===== config.mk =====
export PLATFORM = sky130hd
export DESIGN_NAME = rmgmt_ext_sequencer
export DESIGN_NICKNAME = d
export VERILOG_FILES = /design/src/rtl/rmgmt_seq_pkg.sv /design/src/rtl/rmgmt_prio_enc.sv /design/src/rtl/rmgmt_ext_sequencer.sv
export SDC_FILE = /design/constraint.sdc
export NUM_CORES = 1
export LEC_CHECK = 0
export ABC_AREA = 1
export CAP_MARGIN = 30
export CELL_PAD_IN_SITES_DETAIL_PLACEMENT = 1
export CELL_PAD_IN_SITES_GLOBAL_PLACEMENT = 1
export CORE_MARGIN = 5
export CORE_UTILIZATION = 27
export DETAILED_ROUTE_END_ITERATION = 10
export MAX_ROUTING_LAYER = met4
export PLACE_DENSITY_LB_ADDON = 0.1
export RECOVER_POWER = 100
export SYNTH_ARGS = -nofsm -noshare
export SYNTH_HDL_FRONTEND = slang
export SYNTH_SLANG_ARGS = --single-unit

===== constraint.sdc =====
create_clock -name CLK -period 1.4 [get_ports CLK]
set_input_delay 0.14 -clock CLK [delete_from_list [all_inputs] [get_ports CLK]]
set_output_delay 0.14 -clock CLK [all_outputs]
set_load 0.1 [all_outputs]

===== src/rtl/rmgmt_seq_pkg.sv =====
// Shared types and constants for the RISC-MGMT extension sequencer.
`ifndef NUM_EXTENSIONS
`define NUM_EXTENSIONS 4
`endif

package rmgmt_seq_pkg;

   typedef enum logic [1:0] {
      IDLE = 2'd0,
      EXEC = 2'd1,
      MEM  = 2'd2
   } rmgmt_seq_state_t;

   localparam int TIMEOUT_DEFAULT = 255;
   localparam int WD_W            = 8;

endpackage


===== src/rtl/rmgmt_prio_enc.sv =====
// Lowest-index-first one-hot priority encoder.
module rmgmt_prio_enc #(
   parameter int W = 4
) (
   input  logic [W-1:0] req,
   output logic [W-1:0] sel,
   output logic         any_valid
);

   // Two's-complement isolate-lowest-set-bit.
   assign sel       = req & (~req + W'(1));
   assign any_valid = |req;

endmodule


===== src/rtl/rmgmt_ext_sequencer.sv =====
// Owns one extension instruction at a time: arbitration, start pulse,
// memory-phase tracking, hazard outputs and a watchdog on hung extensions.
module rmgmt_ext_sequencer
   import rmgmt_seq_pkg::*;
#(
   parameter int NUM_EXT = `NUM_EXTENSIONS,
   parameter int TIMEOUT = TIMEOUT_DEFAULT
) (
   input  logic               CLK,
   input  logic               nRST,
   input  logic               insn_valid,
   input  logic [NUM_EXT-1:0] ext_claim,
   input  logic               pipe_stall,
   input  logic               flush,
   input  logic [NUM_EXT-1:0] ext_done,
   input  logic [NUM_EXT-1:0] ext_mem_req,
   input  logic [NUM_EXT-1:0] ext_exception,
   input  logic               mem_busy,
   output logic [NUM_EXT-1:0] ext_start,
   output logic [NUM_EXT-1:0] ext_grant,
   output logic               active_insn,
   output logic               execute_stall,
   output logic               memory_stall,
   output logic               ex_token,
   output logic               exception,
   output logic [NUM_EXT-1:0] ex_cause,
   output logic               timeout
);

   rmgmt_seq_state_t  state;
   logic [NUM_EXT-1:0] claim_sel;
   logic               claim_any;
   logic               start_flag;
   logic [WD_W-1:0]    wd_cnt;
   logic               accept, own_exc, own_done, own_mem, wd_fire;

   rmgmt_prio_enc #(.W(NUM_EXT)) u_enc (
      .req       (ext_claim),
      .sel       (claim_sel),
      .any_valid (claim_any)
   );

   // Accept is gated by nRST so every output is quiet while reset is held.
   assign accept   = nRST && (state == IDLE) && insn_valid && claim_any && !pipe_stall && !flush;
   assign own_exc  = |(ext_exception & ext_grant);
   assign own_done = |(ext_done & ext_grant);
   assign own_mem  = |(ext_mem_req & ext_grant);
   assign wd_fire  = (wd_cnt == WD_W'(TIMEOUT - 1));

   always_comb begin
      ext_start     = '0;
      active_insn   = 1'b0;
      execute_stall = 1'b0;
      memory_stall  = 1'b0;
      ex_token      = 1'b0;
      exception     = 1'b0;
      ex_cause      = '0;
      timeout       = 1'b0;
      case (state)
         IDLE: execute_stall = accept;
         EXEC: begin
            active_insn = 1'b1;
            if (start_flag) ext_start = ext_grant;
            if (flush) begin
               // squash: nothing reported
            end else if (own_exc) begin
               exception = 1'b1;
               ex_cause  = ext_grant;
            end else if (wd_fire) begin
               exception = 1'b1;
               ex_cause  = ext_grant;
               timeout   = 1'b1;
            end else if (own_done) begin
               ex_token = 1'b1;
            end
            execute_stall = !ex_token;
         end
         MEM: begin
            active_insn   = 1'b1;
            execute_stall = 1'b1;
            memory_stall  = mem_busy;
         end
         default: ;
      endcase
   end

   always_ff @(posedge CLK or negedge nRST) begin
      if (!nRST) begin
         state      <= IDLE;
         ext_grant  <= '0;
         wd_cnt     <= '0;
         start_flag <= 1'b0;
      end else begin
         start_flag <= 1'b0;
         case (state)
            IDLE: if (accept) begin
               state      <= EXEC;
               ext_grant  <= claim_sel;
               wd_cnt     <= '0;
               start_flag <= 1'b1;
            end
            EXEC: begin
               wd_cnt <= wd_cnt + WD_W'(1);
               if (flush || own_exc || wd_fire || own_done) begin
                  state     <= IDLE;
                  ext_grant <= '0;
               end else if (own_mem) begin
                  state <= MEM;
               end
            end
            MEM: begin
               // Watchdog holds its value while the memory phase runs.
               if (flush) begin
                  state     <= IDLE;
                  ext_grant <= '0;
               end else if (!mem_busy) begin
                  state <= EXEC;
               end
            end
            default: begin
               state     <= IDLE;
               ext_grant <= '0;
            end
         endcase
      end
   end

endmodule


After elaboration in Yosys (flattened, before gate mapping)
Index checks and enable logic that the tools add are counted.
{"block": "classes", "n_mux": 36, "n_addsub": 2, "bitwise": 5, "n_reduce_logical": 21, "eq_ne": 8}
{"op": "2-to-1 mux 4 bit", "count": 9}
{"op": "2-to-1 mux 1 bit", "count": 17}
{"op": "bitwise AND 4 bit", "count": 4}
{"op": "one-hot mux 8 bit (2 select lines)", "count": 1}
{"op": "OR reduction 4 bit", "count": 4}
{"op": "one-hot mux 4 bit (3 select lines)", "count": 1}
{"op": "2-to-1 mux 2 bit", "count": 5}
{"op": "adder 8 x 1 -> 8 bit (second input constant)", "count": 1}
{"op": "equality test 8 bit (second input constant)", "count": 1}
{"op": "2-to-1 mux 8 bit", "count": 1}
{"op": "inequality test 2 bit (second input constant)", "count": 3}
{"op": "inequality test 3 bit (second input constant)", "count": 2}
{"op": "one-hot mux 2 bit (3 select lines)", "count": 1}
{"op": "AND reduction 3 bit", "count": 2}
{"op": "logical AND 1 bit", "count": 5}
{"op": "adder 4 x 1 -> 4 bit (second input constant)", "count": 1}
{"op": "inverter 4 bit", "count": 1}
{"op": "logical NOT 1 bit", "count": 3}
{"op": "logical OR 1 bit", "count": 3}
{"op": "one-hot mux 1 bit (3 select lines)", "count": 1}
{"op": "equality test 2 x 1 -> 1 bit (second input constant)", "count": 1}
{"op": "equality test 2 bit (second input constant)", "count": 1}
{"op": "logical NOT 2 bit", "count": 1}
{"op": "AND reduction 2 bit", "count": 1}
{"op": "2 further kinds", "count": 2}
{"block": "totals", "output_inout_bits": 18, "reg_bits": 15, "input_bits": 22, "wordCells": 76}

Depth between registers and ports, before layout
Gate-level depths: netlist of the first run.
{"block": "depth", "word_depth": 9, "mapped_depth": 11, "ltp_nobuf": 11}

By module
From an unflattened synthesis of the first run, not the netlist that was laid out.
{"block": "unflattened", "hier_cells": 176, "hier_area_um2": 1137.3}
{"module": "rmgmt_ext_sequencer", "cells_each": 166, "area_per_inst_um2": 1091.0, "n_inst": 1, "seq_area_each_um2": 375.4}
{"module": "rmgmt_prio_enc", "cells_each": 10, "area_per_inst_um2": 46.3, "n_inst": 1, "seq_area_each_um2": 0.0}

Worst setup path after synthesis of the first run
OpenSTA, ideal clock, no wires.
{"block": "synth_timing", "path_type": "register to output", "startpoint": "register ext_grant[0]", "endpoint": "output port ext_start[0]", "path_stages_with_launch": 3, "slack_ns": -1.945, "n_path_buf": 0, "arrival_time_ns": 3.205, "path_cell_list": "dfrtp_1 -> inv_1 -> nor3_1"}
{"block": "synth_via", "elab_chain_len": 2}
{"item": "start, declared", "line_no": "rmgmt_ext_sequencer.sv:20", "text": "output logic [NUM_EXT-1:0] ext_grant,"}
{"item": "start signal, assigned", "line_no": "rmgmt_ext_sequencer.sv:98", "text": "ext_grant <= claim_sel;"}
{"item": "2-to-1 mux 4 bit", "line_no": "rmgmt_ext_sequencer.sv:63", "text": "if (start_flag) ext_start = ext_grant;"}
{"item": "2-to-1 mux 4 bit", "line_no": "rmgmt_ext_sequencer.sv:59", "text": "case (state)"}
{"item": "end, declared", "line_no": "rmgmt_ext_sequencer.sv:19", "text": "output logic [NUM_EXT-1:0] ext_start,"}
No other way between the ends.

Final worst setup path of the first run
{"block": "layout_timing", "startpoint": "register state[1]", "endpoint": "output port ex_token"}
{"block": "layout_via", "elab_chain_len": 2}
{"item": "start, declared", "line_no": "rmgmt_ext_sequencer.sv:30", "text": "rmgmt_seq_state_t state;"}
{"item": "start signal, assigned", "line_no": "rmgmt_ext_sequencer.sv:89", "text": "state <= IDLE;"}
{"item": "start signal, assigned", "line_no": "rmgmt_ext_sequencer.sv:97", "text": "state <= EXEC;"}
{"item": "start signal, assigned", "line_no": "rmgmt_ext_sequencer.sv:105", "text": "state <= IDLE;"}
{"item": "equality test 2 x 1 -> 1 bit", "line_no": "rmgmt_ext_sequencer.sv:59"}
{"item": "2-to-1 mux 1 bit", "line_no": "rmgmt_ext_sequencer.sv:59"}
{"item": "end, declared", "line_no": "rmgmt_ext_sequencer.sv:24", "text": "output logic ex_token,"}
No other way between the ends.

==> impl_metrics.json, run 1 <==
{
  "outcome": "finished, violations left",
  "violations": "negative setup slack",
  "cap_violations": 0,
  "syn_avg_cell_area_um2": 6.463,
  "critPathMaxFanout": 5,
  "fin_skew_ns": 0.001203,
  "yosys_warnings": 0,
  "setup_violations": 27,
  "drt_iter0_markers": 54,
  "die_w_um": 75.83,
  "dp_hpwl_um": 3642,
  "drt-pass1-iter-count": 4,
  "cts-root-buf": "clkbuf_8",
  "numPortBuffers": 39,
  "p_comb_share_pct": 78.9,
  "nets": 304,
  "p_per_area_nw_per_um2": 2024,
  "cpPeakStageDelay_ns": 0.41,
  "synth.net_count": 209,
  "startpoint_type": "flop",
  "swShare_pct": 52.81,
  "fp-row-count": 24,
  "cts.path.max_buffers": 2,
  "synth_top_area_share_pct": 32.09,
  "start_util_pct": 27.44,
  "worst_ep_arrival_time_ns": 1.72,
  "cts_hold_buf": 0,
  "drc": 0,
  "seq_power_share_pct": 13.8,
  "cts.htree.levels": 1,
  "synth.top_cells.by_area": "dfrtp_1, nand2_1, inv_1, nor2_1, ha_1",
  "syn_inst": 181,
  "numCtsBuffers": 3,
  "clock_latency_ns": 0.26,
  "yosys.area.top_type": "dfrtp_1",
  "vdd_drop_max_uv": 2796,
  "track_usage_pct": 20.31,
  "required_ns": 1.26,
  "antenna_left": 0,
  "core_um2": 4264,
  "final_design_area_no_fill_um2": 2614,
  "die_h_um": 75.83,
  "grt_pass1_wl_um": 8259,
  "relSlewSlack_pct": 39.03,
  "routed_wl_um": 6003,
  "power.leakage_nw": 1.222,
  "ys_seq_elements": 15,
  "worst_pin_slew_ns": 0.9146,
  "min_path_type": "input pin to asynchronous set/reset pin",
  "syn_area_um2": 1170,
  "max_clock_freq_mhz": 536.7,
  "grt_pass1_vias": 1663,
  "dr_total_vias": 1577,
  "post_synth_num_cell_types": 19,
  "p_clk_share_pct": 7.4,
  "seq_area_frac_synth_pct": 32.09,
  "area_growth_pct": 123.4,
  "intPower_mw": 2.496,
  "place.gp.congestion": 0.8861,
  "drive_gt1_share_pct": 52.36,
  "die_area_um2": 5749,
  "criticalPathCategory": "flop to primary output",
  "cts_tree": "done",
  "grt_start_max_net_pins": 16,
  "rsz0062_at_grt": "yes",
  "maxSlewViolCount": 0,
  "end_kind": "primary output",
  "antenna_found_initial": 0,
  "antenna_cells": 0,
  "worst_slack_ns": -0.4634,
  "finalCritPeriodShare_pct": 133.1,
  "top_level_ports": 40,
  "timing_hold_violations_final": 0,
  "cpMaxStageDelayCell": "dfrtp_1",
  "setup-tns-final_ns": -8.608,
  "fin_crit_ns": 1.863,
  "clk_pin_slew_ns": 0.07,
  "overflow": 0,
  "vias_per_cell": 4.823,
  "postPlaceCellArea_um2": 2221,
  "cp_cell_sequence": "inv_2 -> ha_4 -> clkinvlp_4 -> buf_6 -> nor2_4 -> buf_12",
  "switchingPower_mw": 2.794,
  "clock_sinks": 15,
  "wire_per_inst_um": 18.36
}
cell usage in the layout (no fill, tap or decap), types with 7 or more instances in the layout:
cell and n:
nand2_1 43, buf_4 38, clkdlybuf4s50_1 20, nand2_2 19, inv_1 18, buf_12 17
nor2_1 14, nor2_4 12, buf_6 11, dfrtp_1 11, inv_2 7, nand3_1 7
logic make-up after synthesis:
kind of cell,after synthesis,share of synthesized area [%]
buffers and inverters,30,10.27
adders and majority gates,6,6.417
and+or+nand+nor,120,45.67
AOI/OAI and AO/OA,10,5.561
DFF,15,32.09
per-stage QoR:
step / total power, mW / utilization [%] / std cells / hold WS, ns / worst slack, ns
final: 5.290 / 61.30 / 327 / 0.5894 / -0.4634
after global placement: 3.807 / 52.08 / 307 / 0.5523 / -0.2281
after detailed placement: 3.893 / 52.08 / 307 / 0.5633 / -0.2692
after CTS: 4.917 / 59.57 / 323 / 0.3057 / -0.4275
after floorplan: 2.626 / - / 181 / -0.1556 / -0.4557
after global routing: 5.561 / 61.30 / 327 / 0.6218 / -0.5396
layer usage:
metal | global-route usage, % | share of wire [%]
met4 | 6.796 | 4.0
met1 | 20.32 | 36
met2 | 40.21 | 55
met3 | 1.847 | 4.4
met5 | - | 0
cell usage after synthesis:
library cell,count
nor2_1,24
nor2_4,3
nand3_2,1
buf_6,1
nand2_1,67
o21ai_0,2
nand3_4,1
nand2_2,4
nand3_1,8
inv_2,1
a21oi_2,4
dfrtp_1,15
ha_1,6
inv_1,28
o21ai_1,2
nand4_1,4
nor4_1,1
a21oi_1,2
nor3_1,7
layout make-up:
class,instances,area (um^2)
clock buffers,3,41.29
clock inverters,1,5.005
fillers,505,1650
inverters,29,122.6
multi-input cells,137,1007
flip-flops and latches,15,390.4
well taps,52,65.06
repair buffers,90,982.2
worst paths after layout:
kind,startpoint,endpoint,slack [ns],depth (start not counted)
min in group CLK,ext_claim[3],ext_grant[3]$_DFFE_PN0P_,0.59,5
setup reg to reg,state[0]$_DFFE_PN0P_,wd_cnt[6]$_DFFE_PN0P_,-0.33,10
setup / recovery,state[1]$_DFFE_PN0P_,ex_token,-0.46,6
max in group asynchronous,nRST,ext_grant[2]$_DFFE_PN0P_,0.15,2
hold reg to reg,wd_cnt[5]$_DFFE_PN0P_,wd_cnt[5]$_DFFE_PN0P_,0.59,3
hold / removal,nRST,ext_grant[0]$_DFFE_PN0P_,0.59,2
power groups by stage:
stage                     clock network [mW]  registers [mW]  logic, mW
after floorplan                            0            1.00       1.63
after global placement                     0           0.698       3.11
after detailed placement                   0           0.709       3.18
after CTS                              0.374           0.716       3.83
after global routing                   0.413           0.742       4.41
final                                  0.390           0.728       4.17
registers in the layout, indices dropped and copies added, names as in the netlist:
register / count
state: 2
wd_cnt: 8
start_flag: 1
ext_grant: 4
critical path: cells and delay by family, from the launching register on:
kind	cells	cell delay (ns)
buf+inv	4	0.72
flops	1	0.41
simple gates	1	0.13
fa+ha+maj	1	0.20
timing repair:
action / in CTS / in global routing
gates resized for setup: 44 / 23
endpoints found under the setup margin: 27 / 27
setup buffers: 12 / 5
pin swaps: 20 / 19
cloned: 1 / 0
No activity file was read; power rests on OpenSTA's default activity.
==> inputs of run 2 (changes only) <==
--- a/config.mk
+++ b/config.mk
@@ -12,6 +12,7 @@
 export CORE_MARGIN = 5
 export CORE_UTILIZATION = 27
 export DETAILED_ROUTE_END_ITERATION = 10
+export HOLD_SLACK_MARGIN = 0.05
 export MAX_ROUTING_LAYER = met4
 export PLACE_DENSITY_LB_ADDON = 0.1
 export RECOVER_POWER = 100
==> results of run 2 <==
Final layout, timing and power as in run 1 (identical DEF).
==> inputs of run 3 (changes only) <==
--- a/config.mk
+++ b/config.mk
@@ -9,6 +9,7 @@
 export CAP_MARGIN = 30
 export CELL_PAD_IN_SITES_DETAIL_PLACEMENT = 1
 export CELL_PAD_IN_SITES_GLOBAL_PLACEMENT = 1
+export CORE_ASPECT_RATIO = 1.5
 export CORE_MARGIN = 5
 export CORE_UTILIZATION = 27
 export DETAILED_ROUTE_END_ITERATION = 10
==> run 3 against run 2 <==
The run still ends with negative setup slack left. Final area rose by 2.8%. Die area rose by 0.47%. Count of clock-buffer cells in the layout rose by 1. Combinational power rose by 2%. Critical path type unchanged.
==> impl_metrics.json, run 3 (synthesized netlist as in run 1, its figures left out) <==
{
  "outcome": "finished, violations left",
  "violations": "negative setup slack",
  "worst_slack_ns": -0.4374,
  "clk_pin_slew_ns": 0.07,
  "cts_hold_buf": 0,
  "drive_gt1_share_pct": 55.67,
  "numCtsBuffers": 3,
  "top_register": "wd_cnt",
  "grt_pass1_vias": 1730,
  "worst_ep_arrival_time_ns": 1.70,
  "fin_crit_ns": 1.837,
  "top_level_ports": 40,
  "grt_pass1_wl_um": 8142,
  "min_path_type": "input pin to asynchronous set/reset pin",
  "rsz0062_at_grt": "yes",
  "die_w_um": 63.75,
  "place.gp.congestion": 0.8067,
  "nets": 311,
  "grt_start_max_net_pins": 16,
  "cpMostUsedCell": "nand2_2",
  "clock_latency_ns": 0.26,
  "critPathMaxFanout": 2,
  "postPlaceCellArea_um2": 2228,
  "clock_sinks": 15,
  "r2r-end": "ext_grant[1]$_DFFE_PN0P_",
  "vdd_drop_max_uv": 1610,
  "drt-pass1-iter-count": 4,
  "crit_buf_inv": 3,
  "routed_wl_um": 6081,
  "cts.htree.levels": 1,
  "numPortBuffers": 39,
  "setup_violations": 27,
  "fp-row-count": 29,
  "cap_violations": 0,
  "start_util_pct": 27.79,
  "power.leakage_nw": 1.267,
  "final_common_cell": "buf_4",
  "end_kind": "primary output",
  "cpMaxStageDelayCell": "dfrtp_1",
  "reg2reg_depth": 12,
  "cts_tree": "done",
  "cpPeakStageDelay_ns": 0.40,
  "drt_iter0_markers": 48,
  "area_growth_pct": 129.6,
  "antenna_found_initial": 0,
  "cts-root-buf": "clkbuf_8",
  "final_util_pct": 63.82,
  "worst_pin_slew_ns": 0.9373,
  "p_per_area_nw_per_um2": 1992,
  "track_usage_pct": 18.13,
  "drc": 0,
  "wire_per_inst_um": 18.54,
  "antenna_cells": 0,
  "overflow": 0,
  "largest_reg_flops": 8,
  "die_area_um2": 5777,
  "critPathTopFamily": "simple AND/OR/NAND/NOR gates",
  "holdWs_ns": 0.5759,
  "cp_cell_sequence": "inv_2 -> ha_4 -> nand2_2 -> nor2_2 -> nand2_2 -> nand2_2 -> inv_2 -> nand2_4 -> a21oi_4 -> nor2_4 -> buf_12",
  "reg2reg_slack_ns": -0.34,
  "finalCritPeriodShare_pct": 131.2,
  "reg.largest.list": "wd_cnt x8, ext_grant x4, state x2",
  "cts.path.max_buffers": 2,
  "required_ns": 1.26,
  "max_clock_freq_mhz": 544.2,
  "startpoint_type": "flop",
  "criticalPathCategory": "flop to primary output",
  "dr_total_vias": 1591,
  "placed_cells": 303,
  "relSlewSlack_pct": 37.52,
  "antenna_left": 0,
  "final_cells": 328,
  "vias_per_cell": 4.851,
  "die_h_um": 90.62,
  "layout_common_cells": "buf_4, nand2_1, clkdlybuf4s50_1, inv_1, nand2_2",
  "final_design_area_no_fill_um2": 2686,
  "core_um2": 4209,
  "fin_skew_ns": 0.009638,
  "timing_hold_violations_final": 0,
  "maxSlewViolCount": 0,
  "r2r_start": "state[1]$_DFFE_PN0P_",
  "dp_hpwl_um": 3899
}
[run 3: changes by cell type in the layout (fill, tap and decap cells not counted), sizes merged]
cell	previous run	this run
dlygate4sd3	1	0
clkdlybuf4s50	20	21
clkinv	1	0
buf	67	75
[run 3: power breakdown]
| group | switching [mW] | internal, mW |
|---|---|---|
| registers | 0.136 | 0.591 |
| clock network | 0.175 | 0.202 |
| logic | 2.49 | 1.75 |
| total | 2.81 | 2.55 |
[run 3: timing repair]
action | in CTS | in global routing
gates resized for setup | 35 | 39
pin swaps | 17 | 26
gates cloned | 0 | 1
buffers inserted | 9 | 11
endpoints found under the setup margin | 27 | 27
[run 3: layout make-up]
| cell class | count | area (um^2) |
|---|---|---|
| fillers | 493 | 1523 |
| repair buffers | 97 | 1036 |
| multi-input cells | 137 | 1032 |
| flip-flops and latches | 15 | 390.4 |
| inverters | 29 | 125.1 |
| well taps | 46 | 57.56 |
| clock buffers | 4 | 45.04 |
[run 3: how the worst max path moves through the flow]
stage | start | end | slack (ns) | depth (start not counted)
finish | wd_cnt[0]$_DFFE_PN0P_ | execute_stall | -0.44 | 11
global route | wd_cnt[0]$_DFFE_PN0P_ | ex_cause[1] | -0.51 | 10
CTS | wd_cnt[0]$_DFFE_PN0P_ | ex_cause[3] | -0.41 | 10
detailed placement | nRST | wd_cnt[7]$_DFFE_PN0P_ | -0.32 | 8
global placement | nRST | execute_stall | -0.29 | 8
floorplan | state[1]$_DFFE_PN0P_ | ext_start[0] | -0.46 | 4
[run 3: worst reg2reg max path, delay by kind of cell (launching register included)]
| kind | cells | cell delay, ns |
|---|---|---|
| AND/OR/NAND/NOR | 7 | 0.64 |
| flip-flops | 1 | 0.40 |
| buffers and inverters | 4 | 0.44 |
| adder cells (fa/ha/maj) | 1 | 0.18 |
[run 3: layer usage]
metal	wire [um]	global-route usage, %	share of wire, %	up-vias
li1	-	-	-	761
met1	2023	16.62	33	771
met2	3652	36.27	60	43
met3	213	2.740	3.5	16
met4	191	5.893	3.1	0
met5	0	-	0	-
[run 3: per-stage QoR]
| step | total power [mW] | TNS (ns) | setup slack (ns) |
|---|---|---|---|
| after global placement | 3.867 | -4.449 | -0.2912 |
| after CTS | 4.835 | -6.107 | -0.4139 |
| after detailed placement | 3.975 | -5.376 | -0.3165 |
| after global routing | 5.618 | -10.92 | -0.5129 |
| final | 5.352 | -8.537 | -0.4374 |
| after floorplan | 2.626 | -5.362 | -0.4557 |
